[src/rtl/mlu_pkg.sv]
// mlu_pkg: shared helpers for mlu_pipe: parameter legality checks, product width and
// the split of partial-product reduction levels across the pipeline stages.
package mlu_pkg;

   function automatic int prod_width(input int width);
      return 32'sd2 * width;
   endfunction

   function automatic bit width_legal(input int width);
      return (width >= 32'sd8) && (width <= 32'sd64) && ((width % 32'sd2) == 32'sd0);
   endfunction

   function automatic bit stages_legal(input int stages);
      return (stages >= 32'sd1) && (stages <= 32'sd4);
   endfunction

   // One partial-product row per multiplier bit, including the extension bit.
   function automatic int pp_rows(input int width);
      return width + 32'sd1;
   endfunction

   function automatic int tree_levels(input int rows);
      return $clog2(rows);
   endfunction

   function automatic int rows_at_level(input int rows, input int lvl);
      int r;
      r = rows;
      for (int i = 0; i < lvl; i++) begin
         r = (r + 32'sd1) / 32'sd2;
      end
      return r;
   endfunction

   // Stage 1 only captures operands unless it is the sole stage; the tree is spread
   // as evenly as possible over stages 2..stages.
   function automatic int levels_in_stage(input int stage, input int lv, input int stages);
      if (stages == 32'sd1) begin
         return (stage == 32'sd1) ? lv : 32'sd0;
      end else if ((stage < 32'sd2) || (stage > stages)) begin
         return 32'sd0;
      end else begin
         return (((stage - 32'sd1) * lv) / (stages - 32'sd1)) -
                (((stage - 32'sd2) * lv) / (stages - 32'sd1));
      end
   endfunction

   function automatic int level_end(input int stage, input int lv, input int stages);
      int acc;
      acc = 32'sd0;
      for (int s = 1; s <= stage; s++) begin
         acc = acc + levels_in_stage(s, lv, stages);
      end
      return acc;
   endfunction

   // True when an intermediate pipeline register follows tree level lvl.
   function automatic bit reg_after_level(input int lvl, input int lv, input int stages);
      for (int s = 2; s < stages; s++) begin
         if (level_end(s, lv, stages) == lvl) begin
            return 1'b1;
         end
      end
      return 1'b0;
   endfunction

endpackage

[src/rtl/mlu_pp_reduce.sv]
// mlu_pp_reduce: one adder level of the partial-product tree. Adjacent rows are paired,
// the odd row weighted by 2**SHIFT; an unpaired last row passes through unchanged.
module mlu_pp_reduce #(
   parameter int N_IN  = 2,
   parameter int W     = 16,
   parameter int SHIFT = 1
) (
   input  logic [N_IN*W-1:0]         rows_in,
   output logic [((N_IN+1)/2)*W-1:0] rows_out
);

   localparam int N_OUT = (N_IN + 1) / 2;

   for (genvar k = 0; k < N_OUT; k++) begin : g_pair
      if (2 * k + 1 < N_IN) begin : g_add
         assign rows_out[k*W +: W] = rows_in[2*k*W +: W] + (rows_in[(2*k+1)*W +: W] << SHIFT);
      end else begin : g_pass
         assign rows_out[k*W +: W] = rows_in[2*k*W +: W];
      end
   end

endmodule

[src/rtl/mlu_pipe.sv]
// mlu_pipe: pipelined WIDTH x WIDTH multiplier with per-operand signedness, tag passthrough
// and flush. Signed operands are honoured only when MLU_SIGNED_EN is defined.
module mlu_pipe
   import mlu_pkg::*;
#(
   parameter int WIDTH  = 32,
   parameter int STAGES = 3,
   parameter int TAG_W  = 5
) (
   input  logic               clk,
   input  logic               reset,
   input  logic               flush,
   input  logic               in_valid,
   output logic               in_ready,
   input  logic [WIDTH-1:0]   in_op1,
   input  logic [WIDTH-1:0]   in_op2,
   input  logic               in_op1_signed,
   input  logic               in_op2_signed,
   input  logic [TAG_W-1:0]   in_tag,
   output logic               out_valid,
   input  logic               out_ready,
   output logic [2*WIDTH-1:0] out_result,
   output logic [TAG_W-1:0]   out_tag
);

   localparam int PW = prod_width(WIDTH);
   localparam int NR = pp_rows(WIDTH);
   localparam int LV = tree_levels(NR);

   if (!width_legal(WIDTH)) begin : g_bad_width
      $error("mlu_pipe: WIDTH must be even and within 8..64");
   end
   if (!stages_legal(STAGES)) begin : g_bad_stages
      $error("mlu_pipe: STAGES must be within 1..4");
   end

   logic              en_s;
   logic [WIDTH:0]    op1_ext_s;
   logic [WIDTH:0]    op2_ext_s;
   logic [WIDTH:0]    pp_a_s;
   logic [WIDTH:0]    pp_b_s;
   logic [PW-1:0]     a_pos_s;
   logic [PW-1:0]     a_neg_s;
   logic [STAGES-1:0] vld_r;
   logic [TAG_W-1:0]  tag_r [STAGES];
   logic [PW-1:0]     result_r;

   assign en_s       = ~(vld_r[STAGES-1] & ~out_ready) & ~flush;
   assign in_ready   = en_s;
   assign out_valid  = vld_r[STAGES-1];
   assign out_result = result_r;
   assign out_tag    = tag_r[STAGES-1];

`ifdef MLU_SIGNED_EN
   assign op1_ext_s = {in_op1_signed & in_op1[WIDTH-1], in_op1};
   assign op2_ext_s = {in_op2_signed & in_op2[WIDTH-1], in_op2};
`else
   logic unused_sign_flags_s;
   assign unused_sign_flags_s = in_op1_signed ^ in_op2_signed;
   assign op1_ext_s = {1'b0, in_op1};
   assign op2_ext_s = {1'b0, in_op2};
`endif

   if (STAGES > 1) begin : g_op_reg
      logic [WIDTH:0] a_r;
      logic [WIDTH:0] b_r;
      // Stage 1 captures the extended operands.
      always_ff @(posedge clk) begin
         if (en_s) begin
            a_r <= op1_ext_s;
            b_r <= op2_ext_s;
         end
      end
      assign pp_a_s = a_r;
      assign pp_b_s = b_r;
   end else begin : g_op_comb
      assign pp_a_s = op1_ext_s;
      assign pp_b_s = op2_ext_s;
   end

   // The extension bit of op2 carries weight -2**WIDTH, hence the negated top row.
   assign a_pos_s = {{(PW-WIDTH-1){pp_a_s[WIDTH]}}, pp_a_s};
   assign a_neg_s = {PW{1'b0}} - a_pos_s;

   for (genvar l = 0; l <= LV; l++) begin : g_lvl
      localparam int NO = rows_at_level(NR, l);
      logic [NO*PW-1:0] d_s;
      logic [NO*PW-1:0] q_s;
      if (l == 0) begin : g_pp
         for (genvar i = 0; i < NR; i++) begin : g_row
            if (i < WIDTH) begin : g_plain
               assign d_s[i*PW +: PW] = pp_b_s[i] ? a_pos_s : {PW{1'b0}};
            end else begin : g_sign
               assign d_s[i*PW +: PW] = pp_b_s[i] ? a_neg_s : {PW{1'b0}};
            end
         end
      end else begin : g_add
         mlu_pp_reduce #(
            .N_IN (rows_at_level(NR, l - 1)),
            .W    (PW),
            .SHIFT(1 << (l - 1))
         ) u_reduce (
            .rows_in (g_lvl[l-1].q_s),
            .rows_out(d_s)
         );
      end
      if (reg_after_level(l, LV, STAGES)) begin : g_reg
         logic [NO*PW-1:0] r_r;
         // Intermediate stage boundary inside the reduction tree.
         always_ff @(posedge clk) begin
            if (en_s) begin
               r_r <= d_s;
            end
         end
         assign q_s = r_r;
      end else begin : g_wire
         assign q_s = d_s;
      end
   end

   // Stage valid bits and tags: flush wins over any advance, bubbles are kept.
   always_ff @(posedge clk or posedge reset) begin
      if (reset) begin
         vld_r <= {STAGES{1'b0}};
         for (int s = 0; s < STAGES; s++) begin
            tag_r[s] <= {TAG_W{1'b0}};
         end
      end else if (flush) begin
         vld_r <= {STAGES{1'b0}};
      end else if (en_s) begin
         vld_r[0] <= in_valid;
         tag_r[0] <= in_tag;
         for (int s = 1; s < STAGES; s++) begin
            vld_r[s] <= vld_r[s-1];
            tag_r[s] <= tag_r[s-1];
         end
      end
   end

   // Final stage holds the completed product.
   always_ff @(posedge clk or posedge reset) begin
      if (reset) begin
         result_r <= {PW{1'b0}};
      end else if (en_s) begin
         result_r <= g_lvl[LV].q_s;
      end
   end

endmodule
[config.mk]
export PLATFORM = sky130hd
export DESIGN_NAME = mlu_pipe
export DESIGN_NICKNAME = d
export VERILOG_FILES = /design/src/rtl/mlu_pkg.sv /design/src/rtl/mlu_pp_reduce.sv /design/src/rtl/mlu_pipe.sv
export SDC_FILE = /design/constraint.sdc
export NUM_CORES = 2
export LEC_CHECK = 0
export CORE_UTILIZATION = 43
export CTS_CLUSTER_SIZE = 12
export DETAILED_ROUTE_END_ITERATION = 6
export HOLD_SLACK_MARGIN = 0.1
export REMOVE_ABC_BUFFERS = 1
export SYNTH_ARGS = -nofsm -noshare
export SYNTH_HDL_FRONTEND = slang
export SYNTH_SLANG_ARGS = --single-unit
[constraint.sdc]
create_clock -name clk -period 14 [get_ports clk]
set_input_delay 2.1 -clock clk [delete_from_list [all_inputs] [get_ports clk]]
set_output_delay 2.1 -clock clk [all_outputs]
set_load 0.01 [all_outputs]
==> flow_summary_export.csv <==
group,metric,value,unit
die,io_pins,147,
critical_path,critPathRequiredTime,14.35,ns
clock_network,clockBufferDepth,3,
clock_network,htree_levels,2,
clock_network,path_clk_slew,0.06,ns
critical_path,rr_worst_depth,36,
worst_hold_path,hold_depth,2,
status,status,"finished with violations",
clock_network,cts_hold_buffers,0,
clock_network,cts_setup_buffers,0,
route,vias,44900,
critical_path,slowest_stage,"a2111oi_0",
route,drt-total-wl,145000,µm
critical_path,slowest_delay,0.92,ns
synth,yosys-top-cells-count,"and2_1, ha_1, inv_1",
die,die_area,128000,µm²
sta,worst_clock_skew,0.0368,ns
die,start_util,0.434,
synth,synth-seq-cells,312,
clock_network,cts_buffers,42,
route,ant_nets,0,
worst_hold_path,hold_class,"flip-flop to flip-flop",
critical_path,cp_data_arrival_time,10.26,ns
sta,period_share,0.708,
status,failed_checks,"design-rule violations",
final_layout,design_area,59100,µm²
sta,tightestPinTransition,1.23,ns
final_layout,fin_nets,7689,
sta,fin_tns_setup,0,ns
clock_network,cts.sinks,312,
sta,slew_viol_final,0,
route,drtPass1Iterations,7,
synth,async_flop_share,0.263,
synth,yosysTopAreaCell,"ha_1",
pwr,leakagePower,0.0283,µW
sta,whs,0.438,ns
pwr,ir_drop,0.000210,V
route,wl_per_cell,17.6,µm
place,io_buffers,144,
critical_path,crit_fanout,17,
global_route,grt_pass1_wl,233000,µm
final_layout,area_growth,8.19,%
synth,synth.top_cell.area_share,0.151,
die,core-area,126000,µm²
place,place_area,57700,µm²
clock_network,clock_latency,0.62,ns
global_route,first_global_vias,44200,
die,fp.dieH,358,µm
sta,slew_headroom,0.178,
synth,synth_flop_cell,"edfxtp_1",
synth,synth.area.top_cells,"ha_1, fa_1, edfxtp_1, and2_1, xnor2_1",
place,gp_congestion,0.904,
synth,synth_edf_count,230,
critical_path,start_kind,"flip-flop",
synth,yosysMostFrequentCell,"and2_1",
sta,rsz0062_at_grt,"false",
critical_path,cp-end-kind,"flip-flop",
sta,post-route-min-period,9.91,ns
die,rows,130,
final_layout,layout-drive-gt1-share,0.0289,
clock_network,cts_resized,0,
synth,netlist_area,54600,µm²
global_route,grt_max_degree,118,
critical_path,crit_type,"flip-flop to flip-flop",
die,chipWidth,358,µm
sta,fmax,101,MHz
sta,finalSetupViolCount,0,
place,dpl.hpwl,113000,µm
final_layout,fill_cells,12400,
global_route,grt-ovfl-total,0,
clock_network,cts_tree,"yes",
critical_path,critPathMostFrequentCell,"a21oi_1",
sta,hold_violations,0,
synth,yosysWarnings,0,
route,remaining_drc_errors,2,
synth,syn_avg_cell_area,8.36,µm²
run,drv_cap,0,
pwr,power_density,246,nW/µm²
route,drt-vias-per-instance,5.45,
route,dr.first_iter.drc_count,2678,
synth,syn_inst,6532,
global_route,antenna_found_initial,11,
synth,synth.distinct_cells,92,
global_route,grt_usage,0.227,
clock_network,cts-root-buf,"clkbuf_16",
synth,synth-seq-area-share,0.164,
## through the flow
| stage | std cells | total power (µW) | utilization | setup WS [ns] |
|---|---|---|---|---|
| after global routing | 8234 | 16000 | 0.469 | 3.23 |
| after detailed placement | 8159 | 13400 | 0.458 | 4.19 |
| after CTS | 8234 | 14600 | 0.469 | 4.12 |
| after global placement | 8159 | 13300 | 0.458 | 4.19 |
| final | 8241 | 14600 | 0.470 | 4.09 |
| after floorplan | 6308 | 10200 | - | 3.15 |
## layout make-up
| class | count | area (µm²) | area share |
|---|---|---|---|
| diodes | 7 | 17.5 | 0.000296 |
| clock buffers | 52 | 1120 | 0.0189 |
| clock inverters | 23 | 258 | 0.00436 |
| inverters | 636 | 2400 | 0.0406 |
| multi-input cells | 5360 | 42400 | 0.717 |
| flip-flops and latches | 312 | 8960 | 0.152 |
| well taps | 1650 | 2060 | 0.0349 |
| repair buffers | 201 | 1890 | 0.0320 |
## path summary, 6_finish.rpt
kind / start / to / slack [ns]
max in group asynchronous: reset / tag_r[14]$_DFFE_PP0P_ / 11.10
min in group asynchronous: reset / out_result[35]$_DFFE_PP0P_ / 1.87
worst max-delay path: g_op_reg.a_r[2]$_DFFE_PP_ / g_lvl[3].g_reg.r_r[40]$_DFFE_PP_ / 4.09
worst min-delay path: g_lvl[3].g_reg.r_r[7]$_DFFE_PP_ / out_result[7]$_DFFE_PP0P_ / 0.44
worst max register to register: g_op_reg.a_r[2]$_DFFE_PP_ / g_lvl[3].g_reg.r_r[40]$_DFFE_PP_ / 4.09
worst min register to register: g_lvl[3].g_reg.r_r[7]$_DFFE_PP_ / out_result[7]$_DFFE_PP0P_ / 0.44
## kinds of logic (layout without fill, tap and decap cells)
group           Yosys count  count (layout)  synth area share
compound gates         1555            1555             0.181
buf+inv                 862             912            0.0602
other cells               1              10         0.0000686
xor+xnor                539             539            0.0868
simple gates           2196            2196             0.209
fa+ha+maj              1060            1060             0.298
flops                   312             312             0.164
mux                       7               7           0.00131
## power breakdown
part / switching [µW] / total [µW] / internal, µW
clock: 453 / 1080 / 630
combinational: 6900 / 11600 / 4700
sequential: 181 / 1870 / 1690
total: 7530 / 14600 / 7020
## routing by layer
layer  routed length [µm]  up-vias  GRT usage
li1                     -    22200          -
met1                67400    21700      0.309
met2                67600      820      0.387
met3                 6430      168     0.0172
met4                 3610        0     0.0585
met5                    0        -          0
## state kept, by name, summed over array words and instances (netlist names)
name and flops:
g_lvl.g_reg.r_r 166, out_result 64, g_op_reg.a_r 32, g_op_reg.b_r 32, tag_r 10, out_tag 5
vld_r 3
## cells in the final DEF (no fill, tap or decap), types with 72 or more instances in the layout
cell / n
dfrtp_1: 82
nand2b_1: 82
nand2_1: 582
clkdlybuf4s50_1: 144
a21oi_1: 498
xnor2_1: 339
nor2_1: 302
o21bai_1: 90
inv_1: 634
xor2_1: 198
nand3_1: 96
nor3_1: 72
o21a_1: 74
fa_1: 400
o21ai_0: 296
edfxtp_1: 230
ha_1: 660
a21o_1: 248
and2_1: 822
## critical path: cells and delay by family (launching register included)
family / cells / cell delay (ns)
flip-flops: 1 / 0.83
AND/OR/NAND/NOR: 12 / 1.79
AO/OA/AOI/OAI: 14 / 4.02
buffers and inverters: 3 / 0.58
adder cells (fa/ha/maj): 5 / 1.84
XOR/XNOR: 2 / 0.57
Note: power is estimated with default switching activity, not from simulation.
